===== src/rtl/gate_tt_sequencer.sv =====
// rtl/gate_tt_sequencer.sv - truth-table sweep controller for one gate under test (optional TT_CAPTURE_EN)
module gate_tt_sequencer #(
    parameter int                N_IN       = 2,
    parameter int                SETTLE_CYC = 2,
    parameter logic [2**N_IN-1:0] EXPECT    = 4'b0111
) (
    input  logic                 clk,
    input  logic                 rst_n,
    input  logic                 start,
    input  logic                 gate_out,
    output logic [N_IN-1:0]      gate_in,
    output logic                 busy,
    output logic                 done,
    output logic                 pass,
    output logic [N_IN:0]        err_cnt,
`ifdef TT_CAPTURE_EN
    output logic [2**N_IN-1:0]   tt_captured,
`endif
    output logic [N_IN-1:0]      fail_idx
);

    typedef enum logic {
        IDLE,
        RUN
    } state_t;

    localparam logic [N_IN-1:0] LAST_IDX = '1;
    localparam logic [3:0]      SETTLE   = 4'(SETTLE_CYC);

    state_t          state;
    logic [N_IN-1:0] idx;
    logic [3:0]      wait_cnt;
    logic            mismatch;
    logic [N_IN:0]   err_next;

    // err_next folds in the sample taken on this edge so pass reflects the final vector
    assign mismatch = (gate_out != EXPECT[idx]);
    assign err_next = err_cnt + {{N_IN{1'b0}}, mismatch};

    always_ff @(posedge clk) begin
        if (!rst_n) begin
            state       <= IDLE;
            idx         <= '0;
            wait_cnt    <= '0;
            gate_in     <= '0;
            busy        <= 1'b0;
            done        <= 1'b0;
            pass        <= 1'b0;
            err_cnt     <= '0;
            fail_idx    <= '0;
`ifdef TT_CAPTURE_EN
            tt_captured <= '0;
`endif
        end else begin
            done <= 1'b0;
            case (state)
                IDLE: begin
                    if (start) begin
                        state       <= RUN;
                        idx         <= '0;
                        gate_in     <= '0;
                        wait_cnt    <= '0;
                        busy        <= 1'b1;
                        pass        <= 1'b0;
                        err_cnt     <= '0;
                        fail_idx    <= '0;
`ifdef TT_CAPTURE_EN
                        tt_captured <= '0;
`endif
                    end
                end
                RUN: begin
                    if (wait_cnt < SETTLE) begin
                        wait_cnt <= wait_cnt + 4'd1;
                    end else begin
                        err_cnt <= err_next;
                        if (mismatch && (err_cnt == '0))
                            fail_idx <= idx;
`ifdef TT_CAPTURE_EN
                        tt_captured[idx] <= gate_out;
`endif
                        if (idx != LAST_IDX) begin
                            idx      <= idx + 1'b1;
                            gate_in  <= idx + 1'b1;
                            wait_cnt <= '0;
                        end else begin
                            state    <= IDLE;
                            busy     <= 1'b0;
                            done     <= 1'b1;
                            pass     <= (err_next == '0);
                            wait_cnt <= '0;
                        end
                    end
                end
                default: state <= IDLE;
            endcase
        end
    end

endmodule


===== config.mk =====
export PLATFORM = sky130hd
export DESIGN_NAME = gate_tt_sequencer
export DESIGN_NICKNAME = d
export VERILOG_FILES = /design/src/rtl/gate_tt_sequencer.sv
export SDC_FILE = /design/constraint.sdc
export NUM_CORES = 1
export LEC_CHECK = 0
export ABC_AREA = 1
export BUFFER_PORTS_ARGS = -buffer_cell sky130_fd_sc_hd__clkbuf_2
export CAP_MARGIN = 20
export CORE_ASPECT_RATIO = 1.1
export CORE_UTILIZATION = 45
export DETAILED_ROUTE_END_ITERATION = 10
export PLACE_DENSITY = 0.78
export RECOVER_POWER = 25
export SLEW_MARGIN = 10
export SYNTH_ARGS = -nofsm -noshare
export SYNTH_HDL_FRONTEND = slang
export SYNTH_SLANG_ARGS = --single-unit

===== constraint.sdc =====
create_clock -name clk -period 1.8 [get_ports clk]
set_input_delay 0 -clock clk [delete_from_list [all_inputs] [get_ports clk]]
set_output_delay 0 -clock clk [all_outputs]
set_load 0.005 [all_outputs]

Word-level counts from Yosys, hierarchy flattened --
Cells that the tools add are included.
Cells by class: $add $sub $neg 3, order comparisons 2, equality and inequality tests 7, mux-type cells 28, bitwise operators 2, reductions and logical operators 8
Operators with widths (count):
- 1-bit 2-to-1 mux | 11
- 2-bit 2-to-1 mux | 5
- 3-bit AND reduction | 3
- 4-bit 2-to-1 mux | 2
- 2-bit inequality test, second input constant | 4
- 2-bit one-hot mux with 2 select lines | 2
- 4-bit one-hot mux with 2 select lines | 1
- 3-bit logical NOT | 2
- 3-bit 2-to-1 mux | 2
- 1-bit one-hot mux with 2 select lines | 3
- 3-bit one-hot mux with 2 select lines | 1
- 4-bit by 1-bit adder with 4-bit output, second input constant | 1
- 4-bit by 2-bit less-than comparator with 1-bit output, second input constant | 1
- 2-bit by 1-bit inequality test with 1-bit output, second input constant | 2
- 3-bit by 1-bit adder with 3-bit output | 1
- 2-bit by 3-bit less-than comparator with 1-bit output, second input constant | 1
- 3-bit OR reduction | 1
- 2-bit by 1-bit adder with 2-bit output, second input constant | 1
- 1-bit binary-select mux with 2-bit select | 1
- 1-bit NOT | 2
- 2-bit AND reduction | 1
- 1-bit logical AND | 1
- 1-bit inequality test | 1
Storage, ports and cells: bits in registers 15, input bits 4, output and inout port bits 10

Logic depth before layout (Yosys ltp) --
Gate-level depths: netlist of the first run.
depth after elaboration 8, mapped depth 11, depth with buffers taken out 11

Worst setup path after synthesis of the first run --
Ideal clock, no wire load.
kind reg-to-reg, from reg idx[0], to reg pass, library setup time 58 ps, arrival 1560 ps, data required time 1742 ps, path slack 182 ps, cell stages (with the launch flop) 11, buffers on the path 0, clock period less this slack 1618 ps, cell sequence dfxtp_1 ha_1 inv_1 nand2_1 nand2_1 inv_1 ha_1 ha_1 nor3_1 nand2_1 nand2_1
Between the ends: word-level cells in the longest chain between the ends 8
Ends and longest elaborated chain:
- from (decl) | line 31 | logic [N_IN-1:0] idx;
- from (signal assigned) | line 83 | idx <= idx + 1'b1;
- 1-bit binary-select mux with 2-bit select | line 37 | assign mismatch = (gate_out != EXPECT[idx]);
- 1-bit 2-to-1 mux (implied by the code) | line 37
- 1-bit inequality test | line 37
- 3-bit by 1-bit adder with 3-bit output | line 38 | assign err_next = err_cnt + {{N_IN{1'b0}}, mismatch};
- 3-bit logical NOT | line 90 | pass <= (err_next == '0);
- 1-bit 2-to-1 mux | line 82 | if (idx != LAST_IDX) begin
- 1-bit 2-to-1 mux | line 73 | if (wait_cnt < SETTLE) begin
- 1-bit one-hot mux with 2 select lines | line 56 | case (state)
- to (signal assigned) | line 90
- to (decl) | line 14 | output logic pass,
Parallel ways exist; a longest one is shown, timed or not. The select of a mux whose other input is x is not followed. A chain may end at the register's enable or synchronous reset.

Final worst setup path of the first run --
from reg idx[0], to reg err_cnt[2]
Between the ends: word-level cells in the longest chain between the ends 6
Ends and longest elaborated chain:
- 1-bit binary-select mux with 2-bit select | line 37
- 1-bit 2-to-1 mux (implied by the code) | line 37
- 1-bit inequality test | line 37
- 3-bit by 1-bit adder with 3-bit output | line 38
- 3-bit 2-to-1 mux | line 73
- 3-bit one-hot mux with 2 select lines | line 56
- to (signal assigned) | line 76 | err_cnt <= err_next;
- to (decl) | line 15 | output logic [N_IN:0] err_cnt,
No other way between the ends. The select of a mux whose other input is x is not followed.

==> summary.md, run 1 <==
| Metric | Value |
|---|---|
| Initial Utilization | `50.0%` |
| P_leak | `0.416 nW` |
| Final setup violation count | `0` |
| Crit path max fanout | `3` |
| Cells after Synth | `89` |
| Internal | `0.448 mW` |
| Post-synth cell types | `19` |
| Hold crit path type | `input pin to flop` |
| Count of state elements after synthesis | `15` |
| TritonCTS Buffers | `3` |
| Tightest Pin Transition | `0.429 ns` |
| Final cell count without fillers | `125` |
| Core Footprint | `0.00140 sq mm` |
| Finished Cell Area | `840 sq um` |
| Die width | `39.6 um` |
| Worst EP arrival | `1.87 ns` |
| DR vias/cell | `4.91` |
| Initial antenna violation count | `0` |
| Yosys Warn Count | `0` |
| Slowest cell on the critical path | `dfxtp_1` |
| # H-tree levels | `1` |
| Util after Layout | `59.9%` |
| Fin Setup TNS | `0 ns` |
| Via count | `614` |
| Die area | `0.00172 sq mm` |
| R2R depth | `10` |
| Status | `finished, final reports clean` |
| Fmax | `603 MHz` |
| Clock network fraction of design power | `31.6%` |
| Core Rows | `14` |
| CP bufs+invs | `2` |
| Synth top area share | `42.9%` |
| First-iteration detailed-routing DRC count | `20` |
| Max VDD drop | `0.000477 V` |
| Count of flip-flops with a built-in enable after synthesis | `0` |
| Placer Congestion | `0.828` |
| First-pass GRT wire length | `2160 um` |
| Clock tree sinks | `15` |
| Final WL | `1380 um` |
| CTS clock-pin slew for the worst setup and hold paths | `0.10 ns` |
| Post-CTS setup repair buffer count | `0` |
| Net Sw Power | `0.154 mW` |
| Longest Clk Path Bufs | `2` |
| Fin. max-slew vios | `0` |
| Total GRT Usage | `18.9%` |
| Port Buf Inserts | `13` |
| Unrepaired setup endpoints after global routing | `no` |
| Max_slew headroom | `71.4%` |
| Top post-synthesis cells by count | `nand2_1, dfxtp_1, inv_1` |
| ANT nets after route | `0` |
| Comb power frac | `10.8%` |
| R2R Setup Slk | `0.14 ns` |
| Pwr Density | `717 mW/mm^2` |
| Detailed Place HPWL | `1070 um` |
| Critical path launch point | `idx[0]` |
| Gr ovfl total | `0` |
| Worst-skew pair later-pin latency | `0.29 ns` |
| Largest net degree at the start of global routing | `12` |
| Layout cells sized above 1 | `22.9%` |
| Crit Path Class | `flop to flop` |
| Synth-to-Final Area Change | `19.8%` |
| Switch share | `25.6%` |
| Final period util | `92.2%` |
| Final Net Count | `118` |
| Wire length per cell | `11.1 um` |
| Worst Slack Setup Final | `0.141 ns` |
| Root Buffer | `clkbuf_4` |
| Ranking of synthesized cells by area | `dfxtp_1, nand2_1, a21oi_1` |
| Top Family by Delay on Critical Path | `adder cells` |
| Synthesized cell area | `701 sq um` |
| Vias in the first global route | `523` |
| Reg power frac | `57.6%` |
| Synth area leader | `dfxtp_1` |
| Reg2reg start | `idx[0]` |
| CP peak stage delay | `0.32 ns` |
| # diodes | `0` |
| Placed Cells | `120` |
| Sequential share of the synthesized area | `42.9%` |
| TritonCTS clock tree | `yes` |
| Hold_ws | `0.0110 ns` |
| Max Cap Violations | `0` |
| R2r endpoint | `err_cnt[2]` |
| Ys async rst share | `0%` |
| Syn Nets | `97` |
| Pre-CTS setup slack | `0.107 ns` |
| Ports | `14` |
| Cell Area, Placed | `800 sq um` |
| Pre-antenna DRT Iters | `4` |
| Most frequent cell after synthesis | `nand2_1` |
| Endpoints failing hold | `0` |
| Die height | `43.4 um` |
| Hold Startpoint | `start` |
| Type of origin of the critical path | `flop` |
| Min Tclk post-route | `1.66 ns` |
| Hold endpoint | `wait_cnt[2]` |
| Clock skew | `0.0138 ns` |
| Top FF cell, synth | `dfxtp_1` |
| Critical Path RT | `2.01 ns` |
| Hold depth | `4` |
| Power Total | `0.602 mW` |
| Cell breakdown of the critical path | `ha_1 -> inv_1 -> nand2_1 -> nand2_1 -> inv_1 -> ha_1 -> ha_1 -> xor2_1 -> nand2_1 -> a21oi_1` |
| DRC errors left | `0` |
| Syn Area/Cell | `7.87 sq um` |
| CP Capture Type | `flop` |
==> kinds of logic (layout without fill, tap and decap cells) <==
group           Yosys count  in the layout  share of synthesized area [%]
compound gates           14             14                           13.2
xor+xnor                  1              1                           1.25
fa+ha+maj                 4              4                           7.14
buf+inv                  13             33                           8.21
flops                    15             15                           42.9
simple gates             42             42                           27.3
==> tightest hold or removal path, delay by kind of cell <==
family	cells	cell delay, ns
buffers and inverters	1	0.10
AND/OR/NAND/NOR	2	0.08
AO/OA/AOI/OAI	1	0.06
==> state kept, by name, summed over array words and instances, names as in the netlist <==
signal	flops
fail_idx	2
err_cnt	3
busy	1
wait_cnt	4
idx	2
pass	1
done	1
state	1
==> cell usage in the layout, fill, tap and decap left out <==
master         count
a21oi_1           10
a21oi_2            1
a21oi_4            1
buf_4              4
clkbuf_1           2
clkbuf_2          11
clkbuf_4           3
clkinv_2           1
dfxtp_1           15
dlygate4sd3_1      1
ha_1               4
inv_1             11
nand2_1           23
nand2_4            1
nand3_1            6
nand4_1            2
nor2_1             6
nor2_4             1
nor3_2             1
o211ai_2           1
o21ai_0            1
or2_1              2
xor2_1             1
==> repair_timing <==
action,4_1_cts,5_1_grt
endpoints found under the hold margin,3,0
hold buffers,1,0
gates resized for setup,0,1
setup endpoints to repair,0,1
==> layout make-up <==
cell class                 count  area [sq um]
fill                         142           562
multi-input combinational     61           348
sequential                    15           300
timing repair buffer          18           103
inverter                      11          41.3
clock buffer                   3          22.5
tap                           16          20.0
clock inverter                 1          5.00
==> worst max-delay path by stage <==
stage / endpoint / slack, ns / cells past startpoint
after floorplan: pass / 0.18 / 10
after detailed placement: pass / 0.11 / 10
after global placement: pass / 0.15 / 11
after global routing: pass / 0.03 / 10
after CTS: pass / 0.07 / 11
final: err_cnt[2] / 0.14 / 10
==> routing by layer <==
layer / part of all wire, % / global-route usage (%) / vias to the layer above
li1: - / - / 328
met1: 49 / 23.2 / 273
met2: 46 / 28.5 / 9
met3: 2.7 / 4.62 / 4
met4: 2.0 / 12.4 / 0
met5: 0 / 0 / -
==> power groups by stage <==
stage          logic, mW  clock network [mW]  registers [mW]
3_3_place_gp      0.0601                   0           0.354
4_1_cts           0.0644               0.195           0.347
3_5_place_dp      0.0622                   0           0.355
2_1_floorplan     0.0440                   0           0.355
5_1_grt           0.0740               0.211           0.348
6_report          0.0648               0.191           0.347
(Power assumes the default switching activity.)
==> inputs of run 2 (changes only) <==
ABC_AREA = default   (was 1)
PLACE_DENSITY = 0.79   (was 0.78)
==> run 2 against run 1 <==
Core utilization fell by 3.5 points. Die area fell by 5.5%. Worst setup slack got worse by 0.014 ns. Synthesized cell count fell by 22%. Clock power barely moved. Wire length fell by 6.1%. Critical endpoint is now pass.
==> summary.md, run 2 <==
| Metric | Value |
|---|---|
| Top post-synthesis cells by count | `dfxtp_1, nand3_1, nand2_1` |
| Hold crit path type | `input pin to flop` |
| Status | `finished, final reports clean` |
| CP Capture Type | `flop` |
| Longest Clk Path Bufs | `2 (unchanged)` |
| Commonest non-fill, non-tap cell in the layout | `dfxtp_1` |
| Die height | `42.2 um (-2.8%)` |
| Post-synth cell types | `24 (+5)` |
| Core Footprint | `0.00137 sq mm (-2.5%)` |
| Worst-skew pair later-pin latency | `0.28 ns (about the same)` |
| Synth area leader | `dfxtp_1` |
| Synth top area share | `45.5% (+2.6 points)` |
| Hold depth | `3 (-1)` |
| Synth-to-Final Area Change | `16.7%` |
| Syn Nets | `77 (-21%)` |
| Largest net degree at the start of global routing | `24 (+12)` |
| Pre-antenna DRT Iters | `4 (unchanged)` |
| Min Tclk post-route | `1.67 ns (+0.0141 ns)` |
| Final Net Count | `93 (-21%)` |
| Top FF cell, synth | `dfxtp_1` |
| Crit Path Class | `flop to flop` |
| Die width | `38.5 um (-2.8%)` |
| Largest Register | `wait_cnt` |
| Most frequent cells in the layout | `dfxtp_1, nand3_1, clkbuf_2, nand2_1` |
| Largest regs | `wait_cnt x4, err_cnt x3` |
| Root Buffer | `clkbuf_4` |
| Final WL | `1300 um (-6.1%)` |
| Clock skew | `0.000298 ns (-0.0135 ns)` |
| Crit path max fanout | `5 (+2)` |
| Initial Utilization | `48.4% (-1.6 points)` |
| Final setup violation count | `0 (unchanged)` |
| Worst Slack Setup Final | `0.127 ns (-0.0141 ns)` |
| Ports | `14 (unchanged)` |
| Final cell count without fillers | `100 (-20%)` |
| Layout cells sized above 1 | `19.0% (-3.9 points)` |
| Via count | `550 (-10%)` |
| Cells after Synth | `69 (-22%)` |
| Count of flip-flops with a built-in enable after synthesis | `0 (unchanged)` |
| PostCTS Resize Cnt | `0 (unchanged)` |
| Max reg flops | `4 (unchanged)` |
| Critical Path RT | `2.00 ns (about the same)` |
| R2R depth | `7 (-3)` |
| First-iteration detailed-routing DRC count | `10 (-50%)` |
| Max_slew headroom | `60.8% (-11 points)` |
| Hold endpoint | `wait_cnt[3]` |
| Hold Startpoint | `start` |
| Reg2reg start | `idx[0]` |
| DRC errors left | `0 (unchanged)` |
| TritonCTS clock tree | `yes` |
| Critical path launch point | `idx[0]` |
| Placed Cells | `96 (-20%)` |
| Syn Area/Cell | `9.57 sq um (+22%)` |
| Ranking of synthesized cells by area | `dfxtp_1, nand3_1, ha_1` |
| Gr ovfl total | `0 (unchanged)` |
| R2R Setup Slk | `0.13 ns (about the same)` |
| Max Cap Violations | `0 (unchanged)` |
| Tightest Pin Transition | `0.579 ns (+0.149 ns)` |
| Max VDD drop | `0.000401 V (-16%)` |
| ANT nets after route | `0 (unchanged)` |
| # H-tree levels | `1 (unchanged)` |
| DR vias/cell | `5.50 (+12%)` |
| Finished Cell Area | `771 sq um (-8.2%)` |
| Wire length per cell | `13.0 um (+17%)` |
| P_leak | `0.329 nW (-21%)` |
| Synthesized cell area | `661 sq um (-5.7%)` |
| Clock tree sinks | `15 (unchanged)` |
| Vias in the first global route | `507 (-3.1%)` |
| Yosys Warn Count | `0 (unchanged)` |
| First-pass GRT wire length | `2080 um (-3.8%)` |
| Most frequent cell after synthesis | `dfxtp_1` |
| Sequential share of the synthesized area | `45.5% (+2.6 points)` |
| TritonCTS Buffers | `3 (unchanged)` |
| Fin. max-slew vios | `0 (unchanged)` |
| Fmax | `598 MHz (-0.84%)` |
| Util after Layout | `56.4% (-3.5 points)` |
| Type of origin of the critical path | `flop` |
| # diodes | `0 (unchanged)` |
| Die area | `0.00163 sq mm (-5.5%)` |
| Core Rows | `14 (unchanged)` |
| Endpoints failing hold | `0 (unchanged)` |
| Worst EP arrival | `1.88 ns (about the same)` |
| Fin Setup TNS | `0 ns (unchanged)` |
| Cell Area, Placed | `738 sq um (-7.7%)` |
| Ys async rst share | `0% (unchanged)` |
| Initial antenna violation count | `0 (unchanged)` |
| Pwr Density | `747 mW/mm^2 (+4.1%)` |
| Port Buf Inserts | `13 (unchanged)` |
| Pre-CTS setup slack | `0.123 ns (+0.0158 ns)` |
| Total GRT Usage | `18.6% (-0.30 points)` |
| Hold buffers post-CTS | `0 (-1)` |
| Post-CTS setup repair buffer count | `0 (unchanged)` |
| Final period util | `93.0% (+0.78 points)` |
| Placer Congestion | `0.696 (-16%)` |
| Unrepaired setup endpoints after global routing | `no` |
| Count of state elements after synthesis | `15 (unchanged)` |
| CTS clock-pin slew for the worst setup and hold paths | `0.09 ns (about the same)` |
| R2r endpoint | `pass` |
## run 2: cell count changes in the layout (fill, tap and decap cells not counted), moves of 3 or more
cell     before  now
nand3_1       6   11
nor2b_1       0    4
inv_1        11    0
mux2i_1       0    4
nor2_1        6    3
a21oi_1      10    0
nand2_1      23    5
buf_4         4    0
## run 2: metrics by stage
| stage | hold WS [ns] | total power, mW |
|---|---|---|
| after global routing | 0.143 | 0.604 |
| after CTS | 0.111 | 0.581 |
| after detailed placement | 0.379 | 0.391 |
| after global placement | 0.372 | 0.390 |
| after floorplan | 0.151 | 0.378 |
| final | 0.113 | 0.575 |
## run 2: worst max-delay path: stages (launching register included)
cell and delay, ns:
dfxtp_1 0.40, ha_2 0.25, xnor2_2 0.10, ha_1 0.20, ha_1 0.29, nor2_1 0.11
nand3_1 0.07, o21ai_0 0.18
## run 2: logic make-up after synthesis
group / share of synthesized area [%]
DFF: 45.5
AOI/OAI and AO/OA: 10.2
adders and majority gates: 7.58
buffers and inverters: 1.14
muxes: 6.06
and+or+nand+nor: 26.9
xor gates and xnor gates: 2.65
## run 2: final cells by class
type | instances | area, sq um
sequential | 15 | 300
multi-input combinational | 52 | 363
tap | 16 | 20.0
clock buffer | 4 | 26.3
fill | 133 | 596
timing repair buffer | 13 | 61.3
## run 2: metal layers
layer,part of all wire [%],GRT usage [%],vias up
li1,-,-,286
met1,44,21.4,253
met2,52,30.0,9
met3,2.7,3.19,2
met4,0.69,12.4,0
met5,0,0,-
## run 2: report_power, final
group	switching (mW)	total, mW	leakage (nW)	internal, mW
clock	0.105	0.191	0.0150	0.0859
sequential	0.00572	0.344	0.122	0.338
combinational	0.0235	0.0407	0.192	0.0172
## run 2: worst max-delay path by stage
stage | endpoint | slack (ns)
global route | pass | 0.02
global placement | pass | 0.22
floorplan | pass | 0.27
finish | pass | 0.13
detailed placement | pass | 0.12
CTS | pass | 0.10
==> inputs of run 3 (changes only) <==
CORE_ASPECT_RATIO = default   (was 1.1)
PLACE_DENSITY = default   (was 0.79)
PLACE_DENSITY_LB_ADDON = 0.15   (was default)
SKIP_CTS_REPAIR_TIMING = 1   (was default)
==> run 3 against run 2 <==
Sequential cell count stayed put. Clock power about the same. First-iteration DRC count decreased by 10%. Die area is essentially flat. Wire length shrank 13%. Critical path type unchanged. Worst setup slack gained 0.059 ns. Worst hold slack lost 0.013 ns. Critical endpoint unchanged. Combinational power shrank 5.2%. Highest routed layer unchanged. Largest cell class unchanged.
==> summary.md, run 3 (synthesis gave the netlist of run 2 again) <==
| Metric | Value |
|---|---|
| Status | `finished, final reports clean` |
| Layout cells sized above 1 | `15.5% (-3.6 points)` |
| Reg2reg start | `idx[0]` |
| R2R depth | `7 (unchanged)` |
| Worst EP arrival | `1.84 ns (-0.04 ns)` |
| Final Net Count | `93 (unchanged)` |
| Max VDD drop | `0.000371 V (-7.6%)` |
| Switch share | `23.4% (+0.083 points)` |
| Core Rows | `13 (-1)` |
| Gr ovfl total | `0 (unchanged)` |
| Fin Setup TNS | `0 ns (unchanged)` |
| Die height | `40.3 um (-4.4%)` |
| First-iteration detailed-routing DRC count | `9 (-1)` |
| Pwr Density | `750 mW/mm^2 (+0.50%)` |
| Worst-skew pair later-pin latency | `0.28 ns (about the same)` |
| Pre-antenna DRT Iters | `4 (unchanged)` |
| Fin. max-slew vios | `0 (unchanged)` |
| Clock tree sinks | `15 (unchanged)` |
| Root Buffer | `clkbuf_4` |
| Clock skew | `0.0127 ns (+0.0124 ns)` |
| Type of origin of the critical path | `flop` |
| Min Tclk post-route | `1.61 ns (-0.0589 ns)` |
| Ports | `14 (unchanged)` |
| Detailed Place HPWL | `803 um` |
| P_leak | `0.317 nW (-3.8%)` |
| First-pass GRT wire length | `1720 um (-17%)` |
| Max reg flops | `4 (unchanged)` |
| Unrepaired setup endpoints after global routing | `no` |
| Placer Congestion | `0.631 (-9.3%)` |
| M3 GR Usage | `3.33% (+0.14 points)` |
| Wire length per cell | `11.4 um (-12%)` |
| Core Footprint | `0.00133 sq mm (-2.4%)` |
| Met1 Usage GRT | `23.6% (+2.3 points)` |
| Largest Register | `wait_cnt` |
| Commonest non-fill, non-tap cell in the layout | `dfxtp_1` |
| Most Crowded Layer GR | `met1` |
| Endpoints failing hold | `0 (unchanged)` |
| Largest net degree at the start of global routing | `24 (unchanged)` |
| Largest regs | `wait_cnt x4, err_cnt x3` |
| ANT nets after route | `0 (unchanged)` |
| Initial antenna violation count | `0 (unchanged)` |
| Critical path launch point | `idx[0]` |
| TritonCTS Buffers | `3 (unchanged)` |
| Crit path max fanout | `5 (unchanged)` |
| R2R Setup Slk | `0.19 ns (+0.06 ns)` |
| Comb power frac | `6.8% (-0.3 points)` |
| Vias in the first global route | `400 (-21%)` |
| CP Capture Type | `flop` |
| CTS clock-pin slew for the worst setup and hold paths | `0.10 ns (about the same)` |
| Net Sw Power | `0.134 mW (-0.61%)` |
| DR vias/cell | `5.49 (about the same)` |
| Internal | `0.436 mW (-1.1%)` |
| Die area | `0.00163 sq mm (about the same)` |
| Placed Cells | `95 (-1.0%)` |
| Max Cap Violations | `0 (unchanged)` |
| TritonCTS clock tree | `yes` |
| Final cell count without fillers | `99 (-1.0%)` |
| Crit Path Class | `flop to flop` |
| Via count | `544 (-1.1%)` |
| Synth-to-Final Area Change | `15.0%` |
| Final WL | `1130 um (-13%)` |
| Most frequent cells in the layout | `dfxtp_1, nand3_1, clkbuf_2, nand2_1, clkbuf_1` |
| Tightest Pin Transition | `0.530 ns (-0.0483 ns)` |
| Die width | `40.3 um (+4.6%)` |
| Reg power frac | `60.3% (+0.6 points)` |
| R2r endpoint | `pass` |
| Power Total | `0.570 mW (-0.97%)` |
| DRC errors left | `0 (unchanged)` |
| Port Buf Inserts | `13 (unchanged)` |
| Met2 Track Usage GR | `21.8% (-8.2 points)` |
| Final setup violation count | `0 (unchanged)` |
| Final period util | `89.7% (-3.3 points)` |
| Initial Utilization | `49.5% (+1.2 points)` |
| Critical Path Sink | `pass` |
| Hold crit path type | `input pin to flop` |
| Max_slew headroom | `64.1% (+3.3 points)` |
| Critical Path RT | `2.02 ns (+0.02 ns)` |
| # H-tree levels | `1 (unchanged)` |
| Total GRT Usage | `16.7% (-1.9 points)` |
| Longest Clk Path Bufs | `2 (unchanged)` |
| Fmax | `619 MHz (+3.6%)` |
| # diodes | `0 (unchanged)` |
| Clock network fraction of design power | `32.9% (-0.3 points)` |
-- run 3: cell count changes in the layout (fill, tap and decap cells not counted), sizes merged --
| cell | before | now |
|---|---|---|
| buf | 0 | 1 |
| clkbuf | 17 | 15 |
| clkinv | 0 | 1 |
-- run 3: worst min path at each step --
| stage | from | end | depth (start not counted) |
|---|---|---|---|
| finish | start | wait_cnt[3] | 3 |
| global route | start | state | 3 |
| CTS | start | wait_cnt[3] | 3 |
| detailed placement | done | done | 1 |
| global placement | done | done | 1 |
| floorplan | rst_n | pass | 2 |
-- run 3: area by class of cell --
class	count	area (sq um)
Tap cell	15	18.8
Clock inverter	1	5.00
Multi-Input combinational cell	52	355
Fill cell	133	574
Sequential cell	15	300
Clock buffer	3	22.5
Timing Repair Buffer	13	57.6
-- run 3: critical path, cell delays in order, from the launching register on --
cell and delay (ns):
dfxtp_1 0.41, ha_2 0.25, xnor2_1 0.10, ha_1 0.19, ha_1 0.28, nor2_1 0.11, nand3_1 0.08, o21ai_0 0.14
-- run 3: per-stage QoR --
stage               util (%)  hold slack [ns]  area, sq um  setup slack (ns)
floorplan                  -            0.151          661             0.266
global placement        55.3            0.370          737             0.207
detailed placement      55.3            0.372          737             0.169
CTS                     57.3           0.0924          764             0.146
global route            56.9            0.149          759            0.0502
finish                  56.9            0.101          759             0.186
-- run 3: per-layer routing --
metal  vias to the layer above  wire length (um)
li1                        283                 -
met1                       247               585
met2                        12               484
met3                         2                45
met4                         0                17
met5                         -                 0
-- run 3: power groups by stage --
stage          logic (mW)  registers (mW)  clock network (mW)
5_1_grt            0.0439           0.345               0.210
4_1_cts            0.0395           0.344               0.199
3_5_place_dp       0.0393           0.351                   0
6_report           0.0386           0.344               0.188
3_3_place_gp       0.0391           0.351                   0
2_1_floorplan      0.0279           0.351                   0
